**src/rtl/clint_pkg.sv**
```systemverilog
`default_nettype none
// ============================================================================
// Module  : clint_pkg
// Brief   : Shared constants, response-state type and byte-strobe merge for
//           the core-local interruptor.
// Revision: 1.0 - initial release
// ============================================================================
package clint_pkg;

  localparam logic [15:0] CLINT_MSIP_OFF     = 16'h0000;
  localparam logic [15:0] CLINT_MTIMECMP_OFF = 16'h4000;
  localparam logic [15:0] CLINT_MTIME_OFF    = 16'hBFF8;

  localparam logic [63:0] MTIMECMP_RST = 64'hFFFF_FFFF_FFFF_FFFF;
  localparam logic [63:0] MTIME_RST    = 64'h0000_0000_0000_0000;

  typedef enum logic [0:0] {
    ST_IDLE = 1'b0,
    ST_RESP = 1'b1
  } resp_state_e;

  // Bytes with a clear strobe keep the value supplied in old_val.
  function automatic logic [63:0] strb_merge(input logic [63:0] old_val,
                                             input logic [63:0] wdata,
                                             input logic [7:0]  wstrb);
    logic [63:0] merged;
    merged = old_val;
    for (int i = 0; i < 8; i++) begin
      if (wstrb[i]) begin
        merged[8*i +: 8] = wdata[8*i +: 8];
      end
    end
    return merged;
  endfunction

endpackage
`default_nettype wire

```
**src/rtl/clint_prescaler.sv**
```systemverilog
`default_nettype none
// ============================================================================
// Module  : clint_prescaler
// Brief   : Divides clk by TICK_DIV and emits a one-cycle tick for mtime.
// Revision: 1.0 - initial release
// ============================================================================
module clint_prescaler #(
  parameter int unsigned TICK_DIV = 1
) (
  input  logic clk,
  input  logic rst,
  output logic tick
);

  localparam logic [15:0] c_last_cnt = 16'(TICK_DIV - 1);

  logic [15:0] r_cnt;

  assign tick = (r_cnt == c_last_cnt);

  always_ff @(posedge clk or posedge rst) begin
    if (rst) begin
      r_cnt <= 16'd0;
    end else if (tick) begin
      r_cnt <= 16'd0;
    end else begin
      r_cnt <= r_cnt + 16'd1;
    end
  end

endmodule
`default_nettype wire

```
**src/rtl/clint.sv**
```systemverilog
`default_nettype none
// ============================================================================
// Module  : clint
// Brief   : Memory-mapped machine timer, timer compare and software-interrupt
//           bit with a single-outstanding valid/ready bus slave.
// Revision: 1.0 - initial release
// ============================================================================
module clint #(
  parameter int unsigned TICK_DIV = 1
) (
  input  logic        clk,
  input  logic        rst,
  input  logic        req_valid,
  output logic        req_ready,
  input  logic        req_we,
  input  logic [15:0] req_addr,
  input  logic [63:0] req_wdata,
  input  logic [7:0]  req_wstrb,
  output logic        resp_valid,
  input  logic        resp_ready,
  output logic [63:0] resp_rdata,
  output logic        resp_err,
  output logic        mtip,
  output logic        msip_o
);

  import clint_pkg::*;

  logic        w_tick;
  logic [63:0] r_mtime;
  logic [63:0] r_mtimecmp;
  logic        r_msip;
  resp_state_e r_state;
  resp_state_e w_state_nxt;
  logic [63:0] r_rdata;
  logic        r_err;

  logic        w_accept;
  logic [15:0] w_addr_al;
  logic        w_sel_msip;
  logic        w_sel_cmp;
  logic        w_sel_time;
  logic        w_mapped;
  logic [63:0] w_mtime_inc;
  logic [63:0] w_mtime_nxt;
  logic [63:0] w_cmp_nxt;
  logic        w_msip_nxt;
  logic [63:0] w_rdata_nxt;
  logic        w_err_nxt;
  logic        w_unused;

  clint_prescaler #(
    .TICK_DIV (TICK_DIV)
  ) u_prescaler (
    .clk  (clk),
    .rst  (rst),
    .tick (w_tick)
  );

  assign w_unused   = ^req_addr[2:0];
  assign w_addr_al  = {req_addr[15:3], 3'b000};
  assign w_sel_msip = (w_addr_al == CLINT_MSIP_OFF);
  assign w_sel_cmp  = (w_addr_al == CLINT_MTIMECMP_OFF);
  assign w_sel_time = (w_addr_al == CLINT_MTIME_OFF);
  assign w_mapped   = w_sel_msip | w_sel_cmp | w_sel_time;

  assign resp_valid = (r_state == ST_RESP);
  assign req_ready  = !resp_valid || resp_ready;
  assign w_accept   = req_valid && req_ready;
  assign resp_rdata = r_rdata;
  assign resp_err   = r_err;
  assign mtip       = (r_mtime >= r_mtimecmp);
  assign msip_o     = r_msip;

  // The merge starts from the incremented time so a partial write in a tick
  // cycle keeps the tick in the untouched bytes.
  assign w_mtime_inc = w_tick ? (r_mtime + 64'd1) : r_mtime;

  always_comb begin
    w_mtime_nxt = w_mtime_inc;
    w_cmp_nxt   = r_mtimecmp;
    w_msip_nxt  = r_msip;
    w_rdata_nxt = r_rdata;
    w_err_nxt   = r_err;
    if (w_accept) begin
      w_err_nxt   = !w_mapped;
      w_rdata_nxt = 64'd0;
      if (req_we) begin
        if (w_sel_time) begin
          w_mtime_nxt = strb_merge(w_mtime_inc, req_wdata, req_wstrb);
        end
        if (w_sel_cmp) begin
          w_cmp_nxt = strb_merge(r_mtimecmp, req_wdata, req_wstrb);
        end
        if (w_sel_msip && req_wstrb[0]) begin
          w_msip_nxt = req_wdata[0];
        end
      end else begin
        if (w_sel_time) begin
          w_rdata_nxt = r_mtime;
        end else if (w_sel_cmp) begin
          w_rdata_nxt = r_mtimecmp;
        end else if (w_sel_msip) begin
          w_rdata_nxt = {63'd0, r_msip};
        end
      end
    end
  end

  always_comb begin
    w_state_nxt = r_state;
    case (r_state)
      ST_IDLE: begin
        if (w_accept) begin
          w_state_nxt = ST_RESP;
        end
      end
      ST_RESP: begin
        if (w_accept) begin
          w_state_nxt = ST_RESP;
        end else if (resp_ready) begin
          w_state_nxt = ST_IDLE;
        end
      end
      default: w_state_nxt = ST_IDLE;
    endcase
  end

  always_ff @(posedge clk or posedge rst) begin
    if (rst) begin
      r_mtime    <= MTIME_RST;
      r_mtimecmp <= MTIMECMP_RST;
      r_msip     <= 1'b0;
      r_state    <= ST_IDLE;
      r_rdata    <= 64'd0;
      r_err      <= 1'b0;
    end else begin
      r_mtime    <= w_mtime_nxt;
      r_mtimecmp <= w_cmp_nxt;
      r_msip     <= w_msip_nxt;
      r_state    <= w_state_nxt;
      r_rdata    <= w_rdata_nxt;
      r_err      <= w_err_nxt;
    end
  end

endmodule
`default_nettype wire

```
**config.mk**
```make
export PLATFORM = sky130hd
export DESIGN_NAME = clint
export DESIGN_NICKNAME = d
export VERILOG_FILES = /design/src/rtl/clint_pkg.sv /design/src/rtl/clint_prescaler.sv /design/src/rtl/clint.sv
export SDC_FILE = /design/constraint.sdc
export NUM_CORES = 1
export LEC_CHECK = 0
export ABC_CLOCK_PERIOD_IN_PS = 8600
export CAP_MARGIN = 20
export CORE_ASPECT_RATIO = 1.1
export CORE_MARGIN = 1.5
export CORE_UTILIZATION = 55
export DETAILED_ROUTE_END_ITERATION = 8
export PLACE_DENSITY = 0.8
export SLEW_MARGIN = 10
export SYNTH_ARGS = -nofsm -noshare
export SYNTH_HDL_FRONTEND = slang
export SYNTH_SLANG_ARGS = --single-unit
```
**constraint.sdc**
```tcl
create_clock -name clk -period 8.6 [get_ports clk]
set_clock_uncertainty 0.2 [all_clocks]
set_input_delay 1.72 -clock clk [delete_from_list [all_inputs] [get_ports clk]]
set_output_delay 1.72 -clock clk [all_outputs]
set_load 0.02 [all_outputs]
```
==> impl_metrics.ini, run 1 <==
[timing]
relSlewSlack_pct = 28.3
drv_slew = 0
period_share_pct = 69.3
finalSetupViolCount = 0
worst_pin_slew_ns = 1.07
rsz0062_at_grt = no
hold_viol = 0
fmax_ghz = 0.168
whs_ns = 0.273
post-route-min-period_ns = 5.96
fin_setup_tns_ns = 0

[drt]
vias_per_cell = 5.98
wire_per_inst_um = 18.1
wirelength_um = 29700
ant_nets = 0
drc = 0
drt-pass1-iter-count = 5
vias = 9831
drt_iter0_markers = 677

[logic_synthesis]
synth_ff_type = dfrtp_1
synth_cell_type_count = 47
synthMuxAreaShare_pct = 0.881
synth-compound-area-share_pct = 15.8
syn_nets = 1401
ys_seq_elements = 211
netlist_area_mm2 = 0.0114
async_flop_share_pct = 100
synthXorXnorAreaFrac_pct = 5.24
seq_area_frac_synth_pct = 47.2
synthAdderAreaFrac_pct = 7.38
post_synth_and_or_nand_nor_area_fraction_pct = 19.2
syn_inst = 1241
synth_top_family_by_area = simple AND/OR/NAND/NOR gates
syn_avg_cell_area_um2 = 9.15
ys_warn_count = 0
synth_edf_count = 0

[global_routing]
track_usage_pct = 27.8
antenna_found_initial = 0
grt_max_degree = 138
grt_pass1_wl_um = 48400
overflow = 0
grt_pass1_vias = 9555

[flow_run]
cap_viol_max_count = 0

[clock_tree]
cts_root_buf = clkbuf_16
cts_max_level = 1
cts.sinks = 211
postCtsSetupBuffers = 0
cts_tree = done
clockBufferDepth = 3
hold_buffers = 0
clk_pin_slew_ns = 0.06
clkLatencyLatePin_ns = 0.51
numCtsBuffers = 22
cts_resized = 0

[power_and_ir_drop]
max-vdd-ir-drop_v = 0.000145
power.leakage_uw = 0.00573
powerDensity_mw_per_mm2 = 149

[die]
ioPinCount = 162
die_area_mm2 = 0.0215
die_h_um = 154
die-width_um = 140
row_count = 54
fp.coreArea_mm2 = 0.0201
initial_core_util_pct = 56.6

[worst_setup_path]
cp.arrival_ns = 4.04
rrSetupSlack_ns = 5.25
rr_endpoint = r_mtime[57]$_DFF_PP0_
start_kind = register
worstSetupPathType = reg -> out
cp_data_required_time_ns = 6.68
path_max_fanout = 3
end_kind = output pin
path_cells = inv_1 > ha_1 > and4_1 > nor4bb_1 > nor4b_1 > and3_1 > a221oi_1 > nand3_1 > clkdlybuf4s50_1
cpPeakStageDelay_ns = 0.62
critPathSlowestCell = nor4b_1
r2r-start = u_prescaler.r_cnt[3]$_DFF_PP0_
reg2reg_depth = 7

[final_layout]
antenna_cells = 0
finalNonFillerCells = 1644
fillerInstances = 1570
fin_nets = 1536
areaGrowthSynthToFinish_pct = 21.4
layout-drive-gt1-share_pct = 8.84

[placed_design]
gp_congestion = 0.894
io_buffers = 158
dp_hpwl_um = 20300
placedCellCount = 1604

[min_path]
hold_depth = 2
worstHoldEndpoint = resp_err$_DFFE_PP0P_
worstHoldPathType = reg -> reg
hold_start = resp_err$_DFFE_PP0P_

[status]
outcome = finished, final reports clean
final cells by class:
class | instances | area, um^2 | area share [%]
Multi-Input combinational cell | 905 | 5530 | 40.1
Sequential cell | 211 | 5360 | 38.9
Tap cell | 252 | 315 | 2.29
Clock buffer | 37 | 658 | 4.77
Timing Repair Buffer | 165 | 1630 | 11.9
Inverter | 71 | 274 | 1.99
Clock inverter | 3 | 18.8 | 0.136
worst max-delay path: cells and delay by family, from the launching register on:
kind            cells  cell delay (ns)
compound gates      1             0.11
fa+ha+maj           1             0.30
buf+inv             2             0.67
flops               1             0.54
simple gates        5             1.91
logic make-up (layout without fill, tap and decap cells):
group,Yosys count,count (layout)
simple gates,447,447
compound gates,314,314
flops,211,211
buf+inv,125,276
xor+xnor,68,68
fa+ha+maj,67,67
mux,9,9
synth_stat cells (all sizes together), types with 4 or more instances:
library cell  instances  area share (%)
nand2b                4            0.22
o31ai                 4            0.26
and3                 16            0.88
dfstp                64              15
nand2               212             7.0
a21oi                43             1.9
nand4                43             2.5
o31a                  4            0.31
dfrtp               147              32
xnor2                33             2.5
ha                   67             7.4
o21ai               184             8.1
clkbuf               44             1.5
or4                   6            0.40
a22oi                64             4.2
a31oi                 7            0.39
or3                   4            0.22
nor2                 60             2.0
and2                  6            0.33
inv                  71             2.3
xor2                 35             2.7
nand3                42             1.9
mux2                  8            0.79
buf                  10            0.52
and4                 15             1.2
nor3                  8            0.35
nor4                 19             1.5
placed cells by master (no fill, tap or decap), types with 4 or more instances in the layout:
master,n
nand2_1,211
o21ai_0,181
clkdlybuf4s50_1,158
dfrtp_1,147
inv_1,70
ha_1,67
a22oi_1,64
dfstp_2,64
nor2_1,60
a21oi_1,43
nand4_1,42
nand3_1,41
xor2_1,35
xnor2_1,33
clkbuf_16,23
and3_1,16
and4_1,15
nor4_1,13
clkbuf_1,11
nor3_1,8
mux2_2,8
a31oi_1,7
buf_4,7
or4_1,6
and2_1,5
o31ai_1,4
or3_1,4
o31a_1,4
power breakdown:
part           switching (uW)  internal [uW]  total [uW]  leakage, uW
registers                15.3           1000        1020      0.00245
clock network             388            521         909     0.000330
logic                    67.8           55.3         123      0.00294
total                     471           1580        2050      0.00573
worst max path at each step:
stage	endpoint	from	slack, ns	depth (start not counted)
floorplan	msip_o$_DFFE_PP0P_	rst	1.02	1
global placement	mtip	r_mtimecmp[55]$_DFFE_PP1P_	3.30	9
detailed placement	mtip	r_mtimecmp[55]$_DFFE_PP1P_	3.18	9
CTS	mtip	r_mtimecmp[55]$_DFFE_PP1P_	2.63	9
global route	mtip	r_mtimecmp[55]$_DFFE_PP1P_	2.53	9
finish	mtip	r_mtimecmp[55]$_DFFE_PP1P_	2.64	9
sequential cells by signal, indices dropped and copies added (netlist names):
register / count
msip_o: 1
r_mtime: 64
r_mtimecmp: 64
resp_err: 1
resp_rdata: 64
resp_valid: 1
u_prescaler.r_cnt: 16
through the flow:
| step | power [uW] | area (um^2) | worst slack (ns) | utilization (%) |
|---|---|---|---|---|
| 2_1_floorplan | 1080 | 11400 | 1.02 | - |
| 3_3_place_gp | 1160 | 13100 | 3.30 | 65.3 |
| 3_5_place_dp | 1160 | 13100 | 3.18 | 65.3 |
| 4_1_cts | 2060 | 13800 | 2.63 | 68.7 |
| 5_1_grt | 2110 | 13800 | 2.53 | 68.7 |
| 6_report | 2050 | 13800 | 2.64 | 68.7 |
per-layer routing:
metal | global-route usage [%] | routed length, um
met2 | 46.6 | 14100
met5 | 0 | 0
met1 | 36.8 | 12600
met3 | 4.17 | 2000
met4 | 10.1 | 980
Note: power is estimated with default switching activity, not from simulation.
==> run 2: changes to the inputs <==
--- a/config.mk
+++ b/config.mk
@@ -5,13 +5,13 @@
 export SDC_FILE = /design/constraint.sdc
 export NUM_CORES = 1
 export LEC_CHECK = 0
-export ABC_CLOCK_PERIOD_IN_PS = 8600
+export ABC_CLOCK_PERIOD_IN_PS = 5300
 export CAP_MARGIN = 20
 export CORE_ASPECT_RATIO = 1.1
 export CORE_MARGIN = 1.5
-export CORE_UTILIZATION = 55
+export CORE_UTILIZATION = 50
 export DETAILED_ROUTE_END_ITERATION = 8
-export PLACE_DENSITY = 0.8
+export PLACE_DENSITY = 0.77
 export SLEW_MARGIN = 10
 export SYNTH_ARGS = -nofsm -noshare
 export SYNTH_HDL_FRONTEND = slang
==> constraint.sdc (replaced) <==
create_clock -name clk -period 5.3 [get_ports clk]
set_clock_uncertainty 0.2 [all_clocks]
set_input_delay 1.06 -clock clk [delete_from_list [all_inputs] [get_ports clk]]
set_output_delay 1.06 -clock clk [all_outputs]
set_load 0.02 [all_outputs]
==> run 2 against run 1 <==
Against the previous run:
- clock power rose by 68%
- routed wire length increased by 0.34%
- critical path depth unchanged
- global-route usage down 2.3 points
- critical path type unchanged
==> impl_metrics.ini, run 2 (synthesis results as in run 1) <==
[worst_setup_path]
path_max_fanout = 3
worstSetupPathType = reg -> out
start_kind = register
cp.arrival_ns = 3.84
cp_data_required_time_ns = 4.04
end_kind = output pin

[clock_tree]
clkLatencyLatePin_ns = 0.50
cts_max_level = 1
cts_tree = done
clockBufferDepth = 3
hold_buffers = 0
clk_pin_slew_ns = 0.06
postCtsSetupBuffers = 0
cts_resized = 0
cts_root_buf = clkbuf_16
numCtsBuffers = 23
cts.sinks = 211

[die]
die_h_um = 161
row_count = 57
ioPinCount = 162
die-width_um = 147
fp.coreArea_mm2 = 0.0222
die_area_mm2 = 0.0236
initial_core_util_pct = 51.2

[power_and_ir_drop]
power.leakage_uw = 0.00580
max-vdd-ir-drop_v = 0.000203
finalPower_uw = 3380
powerDensity_mw_per_mm2 = 242

[flow_run]
cap_viol_max_count = 0

[timing]
post-route-min-period_ns = 5.10
fin_setup_tns_ns = 0
relSlewSlack_pct = 30.2
fin_ws_ns = 0.204
finalSetupViolCount = 0
period_share_pct = 96.2
whs_ns = 0.273
hold_viol = 0
rsz0062_at_grt = no
worst_pin_slew_ns = 1.04
fmax_ghz = 0.196
drv_slew = 0

[placed_design]
dp_hpwl_um = 21000
dp_slack_ns = 0.759
io_buffers = 158
gp_congestion = 0.893

[global_routing]
antenna_found_initial = 0
grt_pass1_wl_um = 48800
grt_pass1_vias = 9563
grt_max_degree = 131
overflow = 0
track_usage_pct = 25.5

[final_layout]
final_cell_mix = nand2_1 (211), o21ai_0 (181), clkdlybuf4s50_1 (158)
fin_nets = 1543
antenna_cells = 0
layout-drive-gt1-share_pct = 9.73
areaGrowthSynthToFinish_pct = 22.9
final_common_cell = nand2_1

[status]
outcome = finished, final reports clean

[drt]
vias_per_cell = 5.72
drt_iter0_markers = 663
vias = 9689
wire_per_inst_um = 17.6
drc = 0
ant_nets = 0
drt-pass1-iter-count = 5
wirelength_um = 29800

[min_path]
worstHoldPathType = reg -> reg
==> run 2: cell count changes in the layout (fill, tap and decap cells not counted) <==
cell and delta:
buf_16 +1, clkinv_2 +3, clkbuf_1 -7, buf_4 +4, inv_8 -1, buf_12 +1, clkbuf_8 +4, clkinvlp_4 +1
==> run 2: area by class of cell <==
| type | instances | area (um^2) |
|---|---|---|
| flip-flops and latches | 211 | 5360 |
| clock buffers | 34 | 687 |
| clock inverters | 6 | 33.8 |
| repair buffers | 171 | 1710 |
| fillers | 1851 | 8220 |
| well taps | 295 | 369 |
| inverters | 71 | 270 |
| multi-input cells | 905 | 5530 |
==> run 2: path summary, 6_finish.rpt <==
path                                       startpoint                    endpoint  slack [ns]  cells past startpoint
setup / recovery           r_mtimecmp[55]$_DFFE_PP1P_                        mtip        0.20                      9
hold / removal             resp_rdata[51]$_DFFE_PP0P_  resp_rdata[51]$_DFFE_PP0P_        0.27                      2
setup reg to reg                 r_mtime[3]$_DFF_PP0_       r_mtime[57]$_DFF_PP0_        2.03                      7
hold reg to reg            resp_rdata[51]$_DFFE_PP0P_  resp_rdata[51]$_DFFE_PP0P_        0.27                      2
max in group asynchronous                         rst  resp_rdata[24]$_DFFE_PP0P_        3.47                      3
min in group asynchronous                         rst  resp_rdata[55]$_DFFE_PP0P_        0.77                      3
==> run 2: routing by layer <==
| metal | up-vias | GRT usage [%] | share of wire (%) |
|---|---|---|---|
| li1 | 4659 | - | - |
| met1 | 4628 | 33.3 | 42 |
| met2 | 327 | 42.8 | 48 |
| met3 | 75 | 3.73 | 6.0 |
| met4 | 0 | 10.3 | 3.6 |
| met5 | - | 0 | 0 |
==> run 2: stage by stage <==
stage / util (%) / cell area (um^2) / std cells
finish: 62.9 / 14000 / 1693
global route: 62.9 / 14000 / 1693
CTS: 62.8 / 13900 / 1692
detailed placement: 59.6 / 13200 / 1652
global placement: 59.6 / 13200 / 1652
floorplan: - / 11400 / 1241
==> run 2: power breakdown <==
group	switching (uW)	internal [uW]	total (uW)
logic	108	93.1	201
clock network	632	893	1530
registers	24.9	1630	1650
total	765	2620	3380
==> run 2: worst max-delay path, stage by stage (launching register included) <==
cell and delay, ns:
dfstp_2 0.54, inv_1 0.05, ha_1 0.30, and4_1 0.25, nor4bb_1 0.59, nor4b_1 0.50
and3_1 0.24, a221oi_1 0.09, nand3_1 0.15, clkdlybuf4s50_1 0.63
==> run 3: changes to the inputs <==
--- a/config.mk
+++ b/config.mk
@@ -8,7 +8,7 @@
 export ABC_CLOCK_PERIOD_IN_PS = 5300
 export CAP_MARGIN = 20
 export CORE_ASPECT_RATIO = 1.1
-export CORE_MARGIN = 1.5
+export CORE_MARGIN = 2
 export CORE_UTILIZATION = 50
 export DETAILED_ROUTE_END_ITERATION = 8
 export PLACE_DENSITY = 0.77
==> run 3 against run 2 <==
Against the previous run:
- sequential power about the same
- critical path type unchanged
- sequential cell count unchanged
- non-clock buffer count down 1
- register-to-register slack about the same
- setup slack better by 0.13 ns
==> impl_metrics.ini, run 3 (synthesis results as in run 1) <==
[drt]
wirelength_um = 30200
vias = 9683
ant_nets = 0
wire_per_inst_um = 17.8
drc = 0
vias_per_cell = 5.72
drt-pass1-iter-count = 5
drt_iter0_markers = 669

[worst_setup_path]
path_max_fanout = 3
worstSetupPathType = reg -> out
cp_data_required_time_ns = 4.04
start_kind = register
cp.arrival_ns = 3.71
end_kind = output pin

[power_and_ir_drop]
max-vdd-ir-drop_v = 0.000247
powerDensity_mw_per_mm2 = 247
power.leakage_uw = 0.00579

[timing]
relSlewSlack_pct = 31.9
drv_slew = 0
period_share_pct = 93.8
rsz0062_at_grt = no
fmax_ghz = 0.201
fin_setup_tns_ns = 0
post-route-min-period_ns = 4.97
finalSetupViolCount = 0
hold_viol = 0
worst_pin_slew_ns = 1.02
fin_ws_ns = 0.329

[final_layout]
antenna_cells = 0
fin_nets = 1542
final_common_cell = nand2_1
final_cell_mix = nand2_1 (211), o21ai_0 (181), clkdlybuf4s50_1 (158)
finalNonFillerCells = 1694
layout-drive-gt1-share_pct = 9.51
areaGrowthSynthToFinish_pct = 23.0
fillerInstances = 1863

[die]
die_area_mm2 = 0.0239
fp.coreArea_mm2 = 0.0222
die_h_um = 162
row_count = 57
initial_core_util_pct = 51.2
die-width_um = 148
ioPinCount = 162

[global_routing]
gr-usage-met3_pct = 4.41
use_met1_pct = 32.7
track_usage_pct = 25.4
overflow = 0
gr-usage-met2_pct = 43.0
grt.busiest_layer = met2
grt_pass1_wl_um = 49100
antenna_found_initial = 0
grt_pass1_vias = 9567
grt_max_degree = 117

[clock_tree]
cts.sinks = 211
cts_tree = done
hold_buffers = 0
clockBufferDepth = 3
numCtsBuffers = 23
cts_max_level = 1
postCtsSetupBuffers = 0
cts_resized = 0
clk_pin_slew_ns = 0.06
clkLatencyLatePin_ns = 0.51
cts_root_buf = clkbuf_16

[placed_design]
dp_slack_ns = 0.708
placedCellCount = 1652
gp_congestion = 0.909
io_buffers = 158
dp_hpwl_um = 21100

[min_path]
worstHoldPathType = reg -> reg

[status]
outcome = finished, final reports clean

[flow_run]
cap_viol_max_count = 0
==> run 3: worst paths after layout <==
check                           slack, ns                       start                              end  depth (start not counted)
max in group asynchronous            3.50                         rst  u_prescaler.r_cnt[13]$_DFF_PP0_                          3
worst min register to register       0.27  resp_rdata[47]$_DFFE_PP0P_       resp_rdata[47]$_DFFE_PP0P_                          2
worst min-delay path                 0.27  resp_rdata[47]$_DFFE_PP0P_       resp_rdata[47]$_DFFE_PP0P_                          2
worst max register to register       2.02       r_mtime[18]$_DFF_PP0_            r_mtime[50]$_DFF_PP0_                          6
worst max-delay path                 0.33  r_mtimecmp[55]$_DFFE_PP1P_                             mtip                          9
min in group asynchronous            0.85                         rst       resp_rdata[52]$_DFFE_PP0P_                          3
==> run 3: routing by layer <==
metal | wire length (um) | vias to the layer above
li1 | - | 4675
met1 | 12600 | 4646
met2 | 14700 | 297
met3 | 1900 | 65
met4 | 1020 | 0
met5 | 0 | -
==> run 3: layout make-up <==
| class | instances | area [um^2] | share of cell area, % |
|---|---|---|---|
| multi-input cells | 905 | 5540 | 39.6 |
| flip-flops and latches | 211 | 5360 | 38.4 |
| repair buffers | 170 | 1700 | 12.1 |
| clock buffers | 35 | 651 | 4.66 |
| well taps | 295 | 369 | 2.64 |
| inverters | 71 | 270 | 1.93 |
| clock inverters | 7 | 92.6 | 0.663 |
==> run 3: report_power, final <==
group          internal [uW]  total [uW]  switching (uW)
clock network            946        1600             651
logic                   92.4         201             108
registers               1630        1660            25.5
==> run 3: metrics by stage <==
step | instance area, um^2 | hold slack, ns | utilization, % | total power [uW]
after CTS | 14000 | 0.283 | 63.0 | 3470
final | 14000 | 0.273 | 63.0 | 3450
after detailed placement | 13200 | 0.270 | 59.6 | 1880
after global placement | 13200 | 0.261 | 59.6 | 1880
after floorplan | 11400 | 0.269 | - | 1760
after global routing | 14000 | 0.307 | 63.0 | 3570
==> run 3: critical path, cell delays in order, from the launching register on <==
cell and delay, ns:
dfstp_2 0.53, inv_1 0.05, ha_1 0.31, and4_1 0.24, nor4bb_2 0.44, nor4b_1 0.53
and3_1 0.25, a221oi_1 0.09, nand3_1 0.14, clkdlybuf4s50_1 0.62
